### config.mk
export PLATFORM = sky130hd
export DESIGN_NAME = dmem_port_arbiter
export DESIGN_NICKNAME = d
export VERILOG_FILES = /design/src/rtl/dmem_port_arbiter.sv
export SDC_FILE = /design/constraint.sdc
export NUM_CORES = 1
export LEC_CHECK = 0
export CAP_MARGIN = 30
export CORE_ASPECT_RATIO = 2
export CORE_MARGIN = 10
export CORE_UTILIZATION = 25
export DETAILED_ROUTE_END_ITERATION = 8
export GPL_TIMING_DRIVEN = 0
export PLACE_DENSITY = 0.61
export SETUP_SLACK_MARGIN = 0.3
export SLEW_MARGIN = 10
export SYNTH_ARGS = -nofsm -noshare
export SYNTH_HDL_FRONTEND = slang
export SYNTH_SLANG_ARGS = --single-unit
### constraint.sdc
create_clock -name clk -period 9.2 [get_ports clk]
set_clock_uncertainty 0.2 [all_clocks]
set_input_delay 0.92 -clock clk [delete_from_list [all_inputs] [get_ports clk]]
set_output_delay 0.92 -clock clk [all_outputs]
set_load 0.005 [all_outputs]
### src/rtl/dmem_port_arbiter.sv
// Arbitrates the single data-memory port between the core load/store path and an external master.
// Optional ARB_PERF_CNT_EN adds free-running stall-cycle and external-grant counters.
module dmem_port_arbiter #(
   parameter int ADDR_W     = 32,
   parameter int DATA_W     = 32,
   parameter int RD_LAT     = 1,
   parameter int STARVE_MAX = 4
) (
   input  logic              clk,
   input  logic              reset,
   input  logic              core_req,
   input  logic              core_we,
   input  logic [ADDR_W-1:0] core_addr,
   input  logic [DATA_W-1:0] core_wdata,
   output logic [DATA_W-1:0] core_rdata,
   output logic              core_stall,
   output logic              cancel_data_memory,
   input  logic              ext_req,
   input  logic              ext_we,
   input  logic [ADDR_W-1:0] ext_addr,
   input  logic [DATA_W-1:0] ext_wdata,
   output logic              ext_gnt,
   output logic [DATA_W-1:0] ext_rdata,
   output logic              ext_rvalid,
   output logic              mem_we,
   output logic [ADDR_W-1:0] mem_addr,
   output logic [DATA_W-1:0] mem_wdata,
   input  logic [DATA_W-1:0] mem_rdata
`ifdef ARB_PERF_CNT_EN
   ,
   output logic [31:0]       perf_core_stall_cyc,
   output logic [31:0]       perf_ext_grants
`endif
);

   localparam logic [3:0] CNT_INIT   = 4'(RD_LAT - 1);
   localparam logic [7:0] STARVE_LIM = 8'(STARVE_MAX);

   typedef enum logic [1:0] {
      IDLE    = 2'd0,
      RD_CORE = 2'd1,
      RD_EXT  = 2'd2
   } state_t;

   state_t              state_q, state_d;
   logic [3:0]          cnt_q, cnt_d;
   logic [7:0]          streak_q, streak_d;
   logic [ADDR_W-1:0]   addr_q, addr_d;
   logic [DATA_W-1:0]   ext_rdata_q, ext_rdata_d;

   logic ext_win;
   logic core_win;
   logic core_done;

   always_comb begin
      state_d            = state_q;
      cnt_d              = cnt_q;
      streak_d           = streak_q;
      addr_d             = addr_q;
      ext_rdata_d        = ext_rdata_q;
      ext_win            = 1'b0;
      core_win           = 1'b0;
      core_done          = 1'b0;
      mem_we             = 1'b0;
      mem_addr           = '0;
      mem_wdata          = '0;
      core_rdata         = '0;
      cancel_data_memory = 1'b0;
      ext_gnt            = 1'b0;
      ext_rvalid         = 1'b0;
      ext_rdata          = ext_rdata_q;

      case (state_q)
         IDLE: begin
            ext_win  = ext_req && (!core_req || (streak_q == STARVE_LIM));
            core_win = core_req && !ext_win;
            if (ext_win) begin
               mem_we             = ext_we;
               mem_addr           = ext_addr;
               mem_wdata          = ext_wdata;
               ext_gnt            = 1'b1;
               cancel_data_memory = 1'b1;
               if (!ext_we) begin
                  state_d = RD_EXT;
                  cnt_d   = CNT_INIT;
                  addr_d  = ext_addr;
               end
            end else if (core_win) begin
               mem_we    = core_we;
               mem_addr  = core_addr;
               mem_wdata = core_wdata;
               if (core_we) begin
                  core_done = 1'b1;
               end else begin
                  state_d = RD_CORE;
                  cnt_d   = CNT_INIT;
                  addr_d  = core_addr;
               end
            end
         end
         RD_CORE: begin
            mem_addr = addr_q;
            if (cnt_q == 4'd0) begin
               core_done  = 1'b1;
               core_rdata = mem_rdata;
               state_d    = IDLE;
            end else begin
               cnt_d = cnt_q - 4'd1;
            end
         end
         RD_EXT: begin
            mem_addr           = addr_q;
            cancel_data_memory = 1'b1;
            if (cnt_q == 4'd0) begin
               ext_rvalid  = 1'b1;
               ext_rdata   = mem_rdata;
               ext_rdata_d = mem_rdata;
               state_d     = IDLE;
            end else begin
               cnt_d = cnt_q - 4'd1;
            end
         end
         default: state_d = IDLE;
      endcase

      core_stall = core_req && !core_done;

      // Streak only counts core grants that actually made a waiting ext master lose.
      if (!ext_req || ext_win) begin
         streak_d = 8'd0;
      end else if (core_win && (streak_q != STARVE_LIM)) begin
         streak_d = streak_q + 8'd1;
      end

      // Outputs are forced quiet while reset is held, whatever the inputs do.
      if (reset) begin
         mem_we             = 1'b0;
         mem_addr           = '0;
         mem_wdata          = '0;
         core_rdata         = '0;
         core_stall         = 1'b0;
         cancel_data_memory = 1'b0;
         ext_gnt            = 1'b0;
         ext_rvalid         = 1'b0;
         ext_rdata          = '0;
      end
   end

   always_ff @(posedge clk or posedge reset) begin
      if (reset) begin
         state_q     <= IDLE;
         cnt_q       <= 4'd0;
         streak_q    <= 8'd0;
         addr_q      <= '0;
         ext_rdata_q <= '0;
      end else begin
         state_q     <= state_d;
         cnt_q       <= cnt_d;
         streak_q    <= streak_d;
         addr_q      <= addr_d;
         ext_rdata_q <= ext_rdata_d;
      end
   end

`ifdef ARB_PERF_CNT_EN
   logic [31:0] perf_stall_q, perf_stall_d;
   logic [31:0] perf_gnt_q, perf_gnt_d;

   always_comb begin
      perf_stall_d = perf_stall_q + {31'd0, core_stall};
      perf_gnt_d   = perf_gnt_q + {31'd0, ext_gnt};
   end

   always_ff @(posedge clk or posedge reset) begin
      if (reset) begin
         perf_stall_q <= 32'd0;
         perf_gnt_q   <= 32'd0;
      end else begin
         perf_stall_q <= perf_stall_d;
         perf_gnt_q   <= perf_gnt_d;
      end
   end

   assign perf_core_stall_cyc = perf_stall_q;
   assign perf_ext_grants     = perf_gnt_q;
`endif

endmodule
# After elaboration in Yosys (flattened, before gate mapping)
# Index checks and enable logic that the tools add are counted.
[totals]
reg_bits = 78
latchBits = 0
ram_bits = 0
romBits = 0
output_inout_bits = 133
n_memories = 0
[op_classes]
n_addsub = 2
mul = 0
div = 0
order_cmp = 0
n_eq_ne = 11
n_shift = 0
mux = 51
n_bitwise = 0
reduce_logical = 19
[op_table]
columns = ["operator", "count"]
rows = [
  ["$mux 32", 17],
  ["$pmux 32 s2", 1],
  ["$mux 4", 5],
  ["$mux 1", 17],
  ["$mux 8", 2],
  ["$mux 2", 5],
  ["$ne 3x3->1 const B", 3],
  ["$add 8x1->8 const B", 1],
  ["$eq 8x3->1 const B", 1],
  ["$ne 8x3->1 const B", 1],
  ["$pmux 4 s2", 1],
  ["$reduce_and 4->1", 2],
  ["$reduce_bool 2->1", 3],
  ["$reduce_and 5->1", 1],
  ["$logic_and 1x1->1", 4],
  ["$logic_not 1->1", 4],
  ["$logic_not 4->1", 1],
  ["$ne 2x1->1 const B", 2],
  ["$ne 2x2->1 const B", 2],
  ["$pmux 1 s2", 2],
  ["$pmux 2 s2", 1],
  ["$sub 4x1->4 const B", 1],
  ["$eq 2x1->1 const B", 1],
  ["$eq 2x2->1 const B", 1],
  ["other kinds (3)", 4],
]

# Logic depth before layout (Yosys ltp)
# Gate-level depths: netlist (run 1).
[logic_depth]
depth_word = 11
ltp_mapped = 9
ltp_nobuf = 6

# Least setup slack after synthesis (run 1)
# No wires, ideal clock.
[synth_path]
path_kind = "input to output"
startpoint = "input reset"
endpoint = "output core_stall"
t_arrival_ps = 4093
required_ps = 8080
slack_ps = 3987
path_stages = 4
n_path_buf = 2
path_cell_list = "clkbuf_1 -> inv_1 -> clkbuf_1 -> o2111a_1"
[synth_between]
elab_chain_len = 1
[synth_lines]
columns = ["element", "line", "text"]
rows = [
  ["start: declaration", "10", "input logic reset,"],
  ["$mux 1", "136", "if (reset) begin"],
  ["end: declaration", "16", "output logic core_stall,"],
]
# Every way passes these cells.

# Worst setup path in the final report (run 1)
[layout_path]
startpoint = "input ext_req"
endpoint = "output mem_addr[26]"
[layout_between]
elab_chain_len = 7
[layout_lines]
columns = ["element", "line", "text"]
rows = [
  ["start: declaration", "18", "input logic ext_req,"],
  ["$logic_and 1x1->1 (*)", "75", "ext_win = ext_req && (!core_req || (streak_q == STARVE_LIM));"],
  ["$logic_not 1->1", "76", "core_win = core_req && !ext_win;"],
  ["$logic_and 1x1->1", "76", ""],
  ["$mux 32", "88", "end else if (core_win) begin"],
  ["$mux 32 (*)", "77", "if (ext_win) begin"],
  ["$pmux 32 s2 (*)", "73", "case (state_q)"],
  ["$mux 32 (*)", "136", ""],
  ["end: declaration", "26", "output logic [ADDR_W-1:0] mem_addr,"],
]
# Every way passes the cells marked *; elsewhere a longest branch is shown, timed or not.

==> summary.md, run 1 <==
| Metric | Value |
|---|---|
| Synth warn | 0 |
| GP Congestion | 0.782 |
| Worst hold slack | 289 ps |
| Power per Cell Area | 246 nW/um^2 |
| Worst vdd rail ir drop | 0.0000884 V |
| Synthesized area | 5510 um^2 |
| Cell Rows | 76 |
| Clock sink count | 78 |
| Setup bufs post-CTS | 0 |
| Fin crit share | 55.6% |
| Most frequent cells in the layout | 296 x clkdlybuf4s50_1, 78 x dfrtp_1, 66 x and2_1, 66 x mux2_2, 37 x a21oi_1 |
| Hold Vio Cnt, Final | 0 |
| H-tree depth | 3 |
| Max_cap viols | 0 |
| Initial Util | 25.5% |
| Via density | 5.01 |
| Post-route ant nets | 0 |
| Share of cells above drive strength 1 | 16.9% |
| Final HPWL DP | 18.9 mm |
| Min cycle time layout | 5110 ps |
| Worst Setup Path Type | primary input to primary output |
| Die H | 230 um |
| CTS clk-pin slew, worst paths | 60 ps |
| Slew Limit Fails | 0 |
| Router iterations before antenna repair | 6 |
| CTS tree | built |
| Setup TNS Final | 0 ps |
| EDFF count, synth | 0 |
| Req. time, crit path | 8080 ps |
| CP max stage delay | 570 ps |
| Vias in the first global route | 6298 |
| Sequence of cells on the critical path | clkdlybuf4s50_1 -> clkbuf_1 -> a31oi_1 -> buf_4 -> clkbuf_1 -> a222oi_1 -> nor3_1 -> clkdlybuf4s50_1 |
| Later-pin clock latency in the skew report | 350 ps |
| Slowest CP cell | a31oi_1 |
| Die width | 125 um |
| Post-Route WL | 23.2 mm |
| First-pass GRT wire length | 36.1 mm |
| Syn_nets | 704 |
| Mean post-synth cell area | 10.4 um^2 |
| GRT Overall Usage | 15.7% |
| Post-route DRC | 0 |
| Number of synthesized register bits | 78 |
| Final setup vio count | 0 |
| CP arrival | 3990 ps |
| CTS Buffer Depth | 2 |
| Rel. slew slack | 53.7% |
| Fin nets | 1013 |
| Fillers | 2167 |
| Critical path peak fanout | 10 |
| Die area | 28700 um^2 |
| Via count | 5622 |
| Cell count after synthesis | 531 |
| Largest net degree at the start of global routing | 53 |
| Clk root buf | clkbuf_16 |
| Pleak | 3.60 nW |
| Seq/Total Area, Yosys | 35.5% |
| Initial DRC count | 393 |
| GRT overflow | 0 |
| Status | finished, final reports clean |
| Async set-reset flop share out of synthesis | 100% |
| Num CTS Buffers | 9 |
| F_max | 196 MHz |
| Yosys cell types | 56 |
| CP Launch Type | primary input |
| Post-CTS sizing | 0 |
| Wire per inst | 20.7 um |
| Initial antenna violation count | 4 |
| Hold Path Class | flop to flop |
| CTS Hold Bufs | 0 |
| Area grow syn2layout | 67.4% |
| Core area | 21600 um^2 |
| I/O Pins | 299 |
| Synth Flop Type | dfrtp_1 |
| Most common cell after layout, fill and taps aside | clkdlybuf4s50_1 |
| Actual slew at the worst max-slew pin | 691 ps |
| Nature of the critical path endpoint | primary output |
| Buffers on Ports | 296 |
| RSZ-0062 raised after global routing | false |
flip-flops by register name, summed over array words and instances (netlist names):
register     count
addr_q          32
cnt_q            4
ext_rdata_q     32
state_q          2
streak_q         8
layer usage:
layer,vias to the layer above,routed length (um),track usage [%]
li1,2635,-,-
met5,-,0,0
met4,0,622,7.16
met3,36,1880,5.12
met1,2683,8110,14.7
met2,268,12600,29.7
logic make-up (layout without fill, tap and decap cells):
group,Yosys count,count (layout),share of synthesized area [%]
AO/OA/AOI/OAI,132,132,19.3
XOR/XNOR,2,2,0.318
adder cells (fa/ha/maj),7,7,1.59
buffers and inverters,63,377,5.32
flip-flops,78,78,35.5
multiplexers,98,98,22.0
other,0,4,0
AND/OR/NAND/NOR,151,151,16.0
worst max-delay path, delay by kind of cell:
family	cells	cell delay, ps
AOI/OAI and AO/OA	2	710
and+or+nand+nor	1	320
buffers and inverters	5	2040
layout make-up:
class	instances	area [um^2]	area share (%)
diodes	4	10.0	0.109
plain buffers	50	248	2.69
clock buffers	10	229	2.49
clock inverters	6	134	1.45
inverters	13	48.8	0.530
multi-input cells	390	3260	35.4
flip-flops and latches	78	1950	21.2
well taps	273	342	3.71
repair buffers	298	2990	32.5
worst paths after layout:
kind	start	slack, ps	cells past startpoint	end
max in group asynchronous	reset	7220	4	addr_q[25]
min reg2reg	ext_rdata_q[0]	290	1	ext_rdata_q[0]
max reg2reg	streak_q[0]	6300	8	addr_q[6]
max	ext_req	4090	8	mem_addr[26]
min in group asynchronous	reset	930	3	streak_q[3]
min	ext_rdata_q[0]	290	1	ext_rdata_q[0]
power by group:
group / switching (mW) / internal [mW] / leakage [nW]
sequential: 0.0822 / 0.493 / 0.948
combinational: 0.551 / 0.696 / 2.47
clock: 0.152 / 0.293 / 0.177
metrics by stage:
stage	cells	utilization [%]	total power [mW]	setup WS, ps	instance area, um^2
finish	1122	42.7	2.27	4090	9210
global route	1122	42.7	2.43	3880	9210
CTS	1118	42.6	2.30	4030	9200
detailed placement	1102	41.0	1.84	4060	8840
global placement	1100	40.8	1.82	1960	8810
floorplan	531	-	1.26	3990	5510
synth_stat cells (5+ instances only):
cell type,instances,share of area [%]
a21oi_1,37,3.4
a222oi_1,31,5.6
a22o_1,32,5.1
and2_1,66,7.5
buf_2,6,0.55
buf_4,7,0.95
clkbuf_1,33,2.3
dfrtp_1,78,35
ha_1,7,1.6
inv_1,13,0.89
mux2_2,66,13
mux2_4,30,8.2
nand2_1,8,0.55
nand3_1,5,0.45
nor2_1,13,0.89
nor3_1,35,3.2
o21ai_0,5,0.45
Power figures use the tool's default switching activity.
==> run 2: changes to the inputs <==
==> constraint.sdc (replaced) <==
create_clock -name clk -period 4.95 [get_ports clk]
set_clock_uncertainty 0.2 [all_clocks]
set_input_delay 0.495 -clock clk [delete_from_list [all_inputs] [get_ports clk]]
set_output_delay 0.495 -clock clk [all_outputs]
set_load 0.005 [all_outputs]
==> results of run 2 <==
The final DEF is identical to that of run 1. Status: finished, final reports clean.
Among the figures that moved: setup slack after placement 4060 ps -> 660 ps; setup slack after layout 4090 ps -> 683 ps; start point of the critical path ext_req -> streak_q[0]; register-to-register setup slack 6300 ps -> 2050 ps; total power 2.27 mW -> 4.21 mW; worst IR drop on VDD 0.0000884 V -> 0.000164 V
==> run 3: changes to the inputs <==
--- a/config.mk
+++ b/config.mk
@@ -9,6 +9,7 @@
 export CORE_ASPECT_RATIO = 2
 export CORE_MARGIN = 10
 export CORE_UTILIZATION = 25
+export CTS_CLUSTER_SIZE = 8
 export DETAILED_ROUTE_END_ITERATION = 8
 export GPL_TIMING_DRIVEN = 0
 export PLACE_DENSITY = 0.61
==> results of run 3 <==
The final DEF is identical to that of run 1. Status: finished, final reports clean.
Among the figures that moved: setup slack after placement 4060 ps -> 660 ps; setup slack after layout 4090 ps -> 683 ps; start point of the critical path ext_req -> streak_q[0]; register-to-register setup slack 6300 ps -> 2050 ps; total power 2.27 mW -> 4.21 mW; worst IR drop on VDD 0.0000884 V -> 0.000164 V
